===== src/rtl/adder_serial_ctrl.sv =====
// Serial adder: one 2-bit slice per cycle, result after WIDTH/2 cycles, then held until Out_ready.
// One operation at a time; In_ready is low from accept until the result is consumed.
module adder_serial_ctrl #(
    parameter int WIDTH = 8
) (
    input  logic             Clk,
    input  logic             Reset,
    input  logic [WIDTH-1:0] A,
    input  logic [WIDTH-1:0] B,
    input  logic             Cin,
    input  logic             In_valid,
    output logic             In_ready,
    output logic [WIDTH-1:0] Sum,
    output logic             Carry,
    output logic             Out_valid,
    input  logic             Out_ready,
    output logic             Busy
);
    localparam int SLICES = WIDTH / 2;
    localparam int CW     = (SLICES > 1) ? $clog2(SLICES) : 1;

    typedef enum logic [1:0] {IDLE, RUN, DONE} state_t;

    state_t           state_q, state_d;
    logic [WIDTH-1:0] a_sh_q, a_sh_d;
    logic [WIDTH-1:0] b_sh_q, b_sh_d;
    logic [WIDTH-1:0] acc_q, acc_d;
    logic             carry_q, carry_d;
    logic [CW-1:0]    cnt_q, cnt_d;
    logic [WIDTH-1:0] sum_q, sum_d;
    logic             cout_q, cout_d;
    logic             out_vld_q, out_vld_d;

    logic [2:0]       slice_t;
    logic [WIDTH-1:0] acc_next;
    logic             last_slice;

    always_comb begin
        slice_t    = {1'b0, a_sh_q[1:0]} + {1'b0, b_sh_q[1:0]} + {2'b00, carry_q};
        // New slice enters at the top so the LSB slice ends up at bit 0 after SLICES shifts.
        acc_next   = (acc_q >> 2) | (WIDTH'(slice_t[1:0]) << (WIDTH - 2));
        last_slice = (cnt_q == CW'(SLICES - 1));

        state_d   = state_q;
        a_sh_d    = a_sh_q;
        b_sh_d    = b_sh_q;
        acc_d     = acc_q;
        carry_d   = carry_q;
        cnt_d     = cnt_q;
        sum_d     = sum_q;
        cout_d    = cout_q;
        out_vld_d = out_vld_q;

        case (state_q)
            IDLE: begin
                if (In_valid) begin
                    a_sh_d  = A;
                    b_sh_d  = B;
                    carry_d = Cin;
                    cnt_d   = '0;
                    acc_d   = '0;
                    state_d = RUN;
                end
            end
            RUN: begin
                acc_d   = acc_next;
                carry_d = slice_t[2];
                a_sh_d  = a_sh_q >> 2;
                b_sh_d  = b_sh_q >> 2;
                cnt_d   = cnt_q + CW'(1);
                if (last_slice) begin
                    sum_d     = acc_next;
                    cout_d    = slice_t[2];
                    out_vld_d = 1'b1;
                    state_d   = DONE;
                end
            end
            DONE: begin
                if (Out_ready) begin
                    out_vld_d = 1'b0;
                    state_d   = IDLE;
                end
            end
            default: state_d = IDLE;
        endcase
    end

    always_ff @(posedge Clk) begin
        if (Reset) begin
            state_q   <= IDLE;
            a_sh_q    <= '0;
            b_sh_q    <= '0;
            acc_q     <= '0;
            carry_q   <= 1'b0;
            cnt_q     <= '0;
            sum_q     <= '0;
            cout_q    <= 1'b0;
            out_vld_q <= 1'b0;
        end else begin
            state_q   <= state_d;
            a_sh_q    <= a_sh_d;
            b_sh_q    <= b_sh_d;
            acc_q     <= acc_d;
            carry_q   <= carry_d;
            cnt_q     <= cnt_d;
            sum_q     <= sum_d;
            cout_q    <= cout_d;
            out_vld_q <= out_vld_d;
        end
    end

    assign In_ready  = (state_q == IDLE) & ~Reset;
    assign Busy      = (state_q != IDLE);
    assign Sum       = sum_q;
    assign Carry     = cout_q;
    assign Out_valid = out_vld_q;

endmodule


===== config.mk =====
export PLATFORM = sky130hd
export DESIGN_NAME = adder_serial_ctrl
export DESIGN_NICKNAME = d
export VERILOG_FILES = /design/src/rtl/adder_serial_ctrl.sv
export SDC_FILE = /design/constraint.sdc
export NUM_CORES = 1
export LEC_CHECK = 0
export CAP_MARGIN = 20
export CORE_ASPECT_RATIO = 0.6
export CORE_UTILIZATION = 55
export CTS_BUF_LIST = sky130_fd_sc_hd__clkbuf_4 sky130_fd_sc_hd__clkbuf_8
export DETAILED_ROUTE_END_ITERATION = 7
export PLACE_DENSITY = 0.85
export SYNTH_ARGS = -nofsm -noshare
export SYNTH_HDL_FRONTEND = slang
export SYNTH_SLANG_ARGS = --single-unit

===== constraint.sdc =====
create_clock -name Clk -period 3.7 [get_ports Clk]
set_clock_uncertainty 0.2 [all_clocks]
set_input_delay 0.925 -clock Clk [delete_from_list [all_inputs] [get_ports Clk]]
set_output_delay 0.925 -clock Clk [all_outputs]
set_load 0.1 [all_outputs]

==> flow_summary_export.csv <==
group,metric,value,unit
sta,holdWs,260,ps
worst_setup_path,r2r-end,"acc_q[7]",
drt,drt-initial-drc-count,130,
clock_network,tritoncts,"done",
synthesis,synth_edf_count,0,
worst_setup_path,crit_path_end,"In_ready",
clock_network,postCtsSetupBuffers,0,
sta,min_period,2920,ps
final_layout,antenna_cells,0,
drt,vias,1276,
synthesis,synthTopCellsByArea,"dfxtp_1, o221a_2, a21oi_1",
final_layout,syn2layout_area_growth,23.5,%
pwr,ir_drop,0.247,mV
drt,wl_per_cell,13.7,um
synthesis,syn-num-nets,190,
placement,dp_hpwl,2.14,mm
clock_network,clk_latency,280,ps
run_status,outcome,"finished clean",
grt,grt_pass1_vias,1138,
worst_setup_path,rrSetupSlack,1730,ps
synthesis,synthAdderAreaFrac,0.0340,
floorplan,start_util,0.601,
clock_network,postCtsHoldBufs,0,
grt,grt_pass1_wl,5.31,mm
worst_setup_path,reg2reg_from,"a_sh_q[0]",
sta,rsz0062_at_grt,"no",
worst_setup_path,crit_arrival,1790,ps
synthesis,ys_warn_count,0,
synthesis,seq_area_frac_synth,0.479,
clock_network,htree_levels,2,
synthesis,muxShareOfSynthArea,0.0129,
drt,remaining_drc_errors,0,
synthesis,synth_commonest_cells,"dfxtp_1, a21oi_1, inv_1",
synthesis,yosys.area.top_type_share,0.479,
clock_network,path_clk_slew,70,ps
worst_setup_path,end_kind,"output pin",
floorplan,die_h,43.1,um
synthesis,ys_async_sr_fraction,0,
worst_setup_path,critPathRequiredTime,2570,ps
worst_setup_path,start_kind,"input pin",
clock_network,clock_sinks,37,
synthesis,yosysTopAreaCell,"dfxtp_1",
synthesis,syn-instance-count,166,
clock_network,cts_resized,0,
synthesis,synth_xor_area_frac,0,
clock_network,cts_made_buffers,5,
sta,hold_violations,0,
synthesis,synth_top_family_by_area,"compound AO/OA/AOI/OAI gates",
worst_hold_path,hold_class,"reg -> reg",
sta,tightest_slew,919,ps
synthesis,synth_compound_area_frac,0.251,
grt,grt_start_max_net_pins,38,
floorplan,core,0.00257,sq mm
drt,firstDrtPassIters,4,
worst_setup_path,crit_path_max_fanout,2,
grt,grt_usage,0.237,
grt,antenna_found_initial,0,
clock_network,cts_root_buf,"clkbuf_8",
floorplan,fp.dieArea,0.00303,sq mm
clock_network,clockBufferDepth,2,
sta,setup_viol,0,
sta,post-route-period-util,0.788,
floorplan,ios,33,
synthesis,avgSynthCellArea,9.32,sq um
synthesis,ys_ff_latch,37,
worst_setup_path,path_class,"in -> out",
drt,wl,3.12,mm
pwr,leakagePower,0.758,nW
worst_hold_path,min_from,"Sum[4]",
sta,max_freq,343,MHz
drt,postRouteAntennaNets,0,
final_layout,layout-drive-gt1-share,0.214,
grt,grt-ovfl-total,0,
drt,drt-vias-per-instance,5.60,
final_layout,nets,219,
pwr,powerDensity,432,mW/mm^2
run,drv_cap,0,
worst_setup_path,worstSetupStartpoint,"Reset",
floorplan,row_count,14,
synthesis,synth_ff_type,"dfxtp_1",
sta,tns,0,ps
placement,gp_congestion,0.741,
synthesis,yosysMostFrequentCell,"dfxtp_1",
sta,slew_headroom,0.386,
floorplan,die_x,70.5,um
placement,io_buffers,32,
synthesis,ys_types,26,
sta,slew_violations,0,
synthesis,synthSimpleGateAreaFrac,0.121,
worst_setup_path,ff2ff_path_depth,6,
synthesis,syn_area,0.00155,sq mm
-- cell type report --
type                       count  area [sq um]
clock inverter                 2          10.0
clock buffer                   6          76.3
timing repair buffer          34           318
tap                           32          40.0
inverter                      21          78.8
sequential                    37           741
multi-input combinational     96           647
fill                         195           664
-- layout by cell type (no fill, tap or decap), drive strengths merged --
cell           synthesis  layout
dfxtp                 37      37
nor2                  22      22
inv                   21      21
a21oi                 21      21
clkdlybuf4s50          0      20
buf                   11      14
nand2                 13      13
o221a                 13      13
a22oi                 11      11
clkbuf                 1       6
a211oi                 3       3
mux2i                  2       2
fa                     2       2
clkinv                 0       2
o21bai                 1       1
nor2b                  1       1
and3b                  1       1
nand2b                 1       1
a2bb2oi                1       1
nor3                   1       1
nor3b                  1       1
nand3b                 1       1
ha                     1       1
-- metal layers --
metal	track usage	up-vias	wire length (um)
met1	0.313	608	1420
met5	0	-	0
li1	-	623	-
met4	0.108	0	41
met2	0.364	40	1470
met3	0.0665	5	178
-- report_power, final --
part           switching (mW)  internal [mW]  leakage [nW]
registers              0.0134          0.418         0.303
logic                  0.0639         0.0567         0.407
clock network           0.135          0.138        0.0484
-- registers in the layout (all words and copies together) (netlist names) --
signal	flops
Carry	1
state_q	2
cnt_q	2
carry_q	1
a_sh_q	8
Sum	8
b_sh_q	8
Out_valid	1
acc_q	6
-- worst max-delay path: stages --
cell and delay (ps):
clkdlybuf4s50_1 440, nor2_1 210, buf_12 210
-- how the worst min path moves through the flow --
stage	endpoint	slack, ps	cells after the start
finish	Sum[4]	260	2
global route	Sum[4]	280	2
CTS	Sum[5]	260	2
detailed placement	Sum[5]	250	2
global placement	Sum[0]	240	2
floorplan	Sum[0]	230	2
-- cells by family after synthesis --
group | after synthesis
fa+ha+maj | 3
simple gates | 41
mux | 2
buf+inv | 33
flops | 37
compound gates | 50
-- metrics by stage --
stage | cells | setup WS (ps) | instance area [sq um] | util | total power [mW]
2_1_floorplan | 166 | 19.7 | 1550 | - | 0.520
3_3_place_gp | 220 | 788 | 1820 | 0.708 | 0.555
3_5_place_dp | 220 | 776 | 1820 | 0.708 | 0.560
4_1_cts | 228 | 775 | 1910 | 0.742 | 0.831
5_1_grt | 228 | 741 | 1910 | 0.742 | 0.864
6_report | 228 | 784 | 1910 | 0.742 | 0.825
(Power assumes the default switching activity.)
==> variant (same settings) <==
Set the parameter `WIDTH` to 16 (it was 8).
--- a/src/rtl/adder_serial_ctrl.sv
+++ b/src/rtl/adder_serial_ctrl.sv
@@ -2,5 +2,5 @@
 // One operation at a time; In_ready is low from accept until the result is consumed.
 module adder_serial_ctrl #(
-    parameter int WIDTH = 8
+    parameter int WIDTH = 16
 ) (
     input  logic             Clk,
Ports: changed (resized A, B and Sum); port bits go from 33 to 57. The function was not compared with the original's and may differ.
==> variant against the original RTL <==
Total power rose by 89%. Sequential cell count up 33. Cell area rose by 81%. Area after synthesis grew 81%. Count of clock-buffer cells in the layout increased by 8. Worst setup slack improved by 0.37 ns. Largest power group unchanged. Global-route usage down 0.47 points. Core utilization decreased by 1.2 points. Routed wire length up 91%.
==> variant: results (changes against the original RTL) <==
YOSYS_WARNINGS=0  # unchanged
MAXIMUM_FANOUT_ENCOUNTERED_ON_THE_CRITICAL_TIMING_PATH=2  # unchanged
SYN_AVG_CELL_AREA_UM2=9.23  # -0.93%
DRTITER0DRC=146  # +12%
YOSYS.CELL_COUNT.TOP_TYPE='dfxtp_1'
DRT_PRE_ANTENNA_ITERS=5  # +1
POSTSYNTHNETCOUNT=344  # +81%
CTS_HOLD_BUF=0  # unchanged
GRT_PASS1_WL_MM=9.45  # +78%
LEAK_PWR_uW=0.00133  # +76%
NUMPORTBUFFERS=56  # +75%
FIRST_GLOBAL_VIAS=1998  # +76%
CRIT_ARRIVAL_NS=1.42  # -0.37 ns
CRITICAL-PATH-TOP-DELAY-FAMILY='buffers and inverters'
SLEW_HEADROOM_PCT=34.9  # -3.7 points
TIMING.RR.START='state_q[0]'
N_ANTENNA_CELL=0  # unchanged
HIGHEST_DELAY_CELL_ALONG_THE_CRITICAL_PATH='buf_12'
CTS_REPAIR_RESIZE_COUNT=0  # unchanged
YS_ASYNC_SR_FRACTION_PCT=0  # unchanged
GRT.OVERFLOW.TOTAL=0  # unchanged
DETAILED_PLACE_HPWL_MM=3.88  # +82%
KIND_OF_PATH_BEHIND_THE_TIGHTEST_HOLD_CHECK='flip-flop to flip-flop'
YOSYS-TOP-CELLS-AREA='dfxtp_1 50%, o221a_1 10%, a21oi_1 8.1%'
SYNTH_EDF_COUNT=0  # unchanged
ROUTABILITYCONGESTION=0.769  # +3.7%
ROUTED_WIRELENGTH_MM=5.95  # +91%
CPPEAKSTAGEDELAY_NS=0.20  # -0.24 ns
IR_WORST_VDD_mV=0.289  # +17%
PATH_CLK_SLEW_NS=0.06
FILLER_CELL_COUNT=362  # +86%
TRACK_USAGE_PCT=23.3  # -0.47 points
ANTENNA_FOUND_INITIAL=0  # unchanged
STATUS='finished, final reports clean'
LAYOUT-DRIVE-GT1-SHARE_PCT=13.9  # -7.5 points
HTREEDEPTH=3  # +1
CRITICAL_PATH.STARTPOINT='Reset'
VIASPERCELL=5.43  # -3.0%
CTS_BUFFER_DEPTH=2  # unchanged
SYNTH_SEQUENTIAL_AREA_RATIO_PCT=50.1  # +2.2 points
GRT_MAX_DEGREE=71  # +87%
POWER_SWITCHING_SHARE_PCT=24.6  # -1.2 points
CLK_ROOT_BUFFER_CELL='clkbuf_8'
POST_CTS_SETUP_BUFS=0  # unchanged
PLACE.DETAILED.INSTANCES=400  # +82%
SYNTH_COMMON_CELLS='70 x dfxtp_1, 45 x a21oi_1, 35 x inv_1'
WORSTSKEWPAIRLATENCY_NS=0.35  # +0.07 ns
NUMBER_OF_BUFFERS_CREATED_BY_CTS=9  # +4
ROUTED-VIA-COUNT=2252  # +76%
NUMBER_OF_NETS_IN_THE_LAYOUT=389  # +78%
YS_TYPES=26  # unchanged
HP-START='acc_q[2]'
variant: changes by cell type after synthesis, moves of 7 or more:
cell and delta:
inv_1 +14, a22oi_1 +7, o221a_1 +25, nand2_1 +16, nor2_1 +11, clkbuf_1 +7
a21oi_1 +24, buf_2 +7, dfxtp_1 +33, o221a_2 -9
variant: worst paths after layout:
| check | end | slack [ns] | cells after the start |
|---|---|---|---|
| setup / recovery | In_ready | 1.16 | 3 |
| hold / removal | Sum[0] | 0.25 | 2 |
| setup reg to reg | a_sh_q[9] | 1.50 | 4 |
| hold reg to reg | Sum[0] | 0.25 | 2 |
variant: layer usage:
| metal | share of wire [%] | track usage [%] | vias up | wire length (um) |
|---|---|---|---|---|
| met5 | 0 | 0 | - | 0 |
| met4 | 0.44 | 9.23 | 0 | 26 |
| met3 | 7.8 | 8.00 | 6 | 463 |
| met2 | 44 | 32.8 | 72 | 2610 |
| met1 | 48 | 32.7 | 1040 | 2840 |
| li1 | - | - | 1134 | - |
variant: cell type report:
| cell class | count | area [um2] | share of cell area (%) |
|---|---|---|---|
| clock buffers | 14 | 174 | 5.03 |
| clock inverters | 1 | 5.00 | 0.145 |
| inverters | 35 | 131 | 3.80 |
| multi-input cells | 172 | 1120 | 32.3 |
| flip-flops and latches | 70 | 1400 | 40.6 |
| well taps | 63 | 78.8 | 2.28 |
| repair buffers | 60 | 548 | 15.9 |
variant: power by group through the flow:
stage	clock network (uW)	registers (uW)	logic [uW]
2_1_floorplan	0	820	126
4_1_cts	574	811	186
3_5_place_dp	0	827	186
3_3_place_gp	0	827	179
5_1_grt	603	815	202
6_report	565	811	186
variant: logic make-up (layout without fill, tap and decap cells):
logic type,after synthesis,count (layout),synth area share [%]
adder cells (fa/ha/maj),4,4,2.33
flip-flops,70,70,50.1
AND/OR/NAND/NOR,67,67,9.84
multiplexers,1,1,0.358
buffers and inverters,61,110,10.2
AO/OA/AOI/OAI,100,100,27.2
variant: through the flow:
step | setup WS (ns) | utilization [%] | power [uW] | hold slack [ns] | instance area, um2
after floorplan | 0.0133 | - | 946 | 0.232 | 2800
after global placement | 0.894 | 69.2 | 1010 | 0.240 | 3280
after detailed placement | 0.839 | 69.2 | 1010 | 0.243 | 3280
after CTS | 1.16 | 73.0 | 1570 | 0.252 | 3450
after global routing | 1.09 | 73.0 | 1620 | 0.272 | 3450
final | 1.16 | 73.0 | 1560 | 0.252 | 3450
variant: worst reg2reg max path, cell delays in order (launching register included):
cell and delay, ns:
dfxtp_1 0.56, nor2b_2 0.60, buf_4 0.43, a21oi_1 0.14, o221a_1 0.16
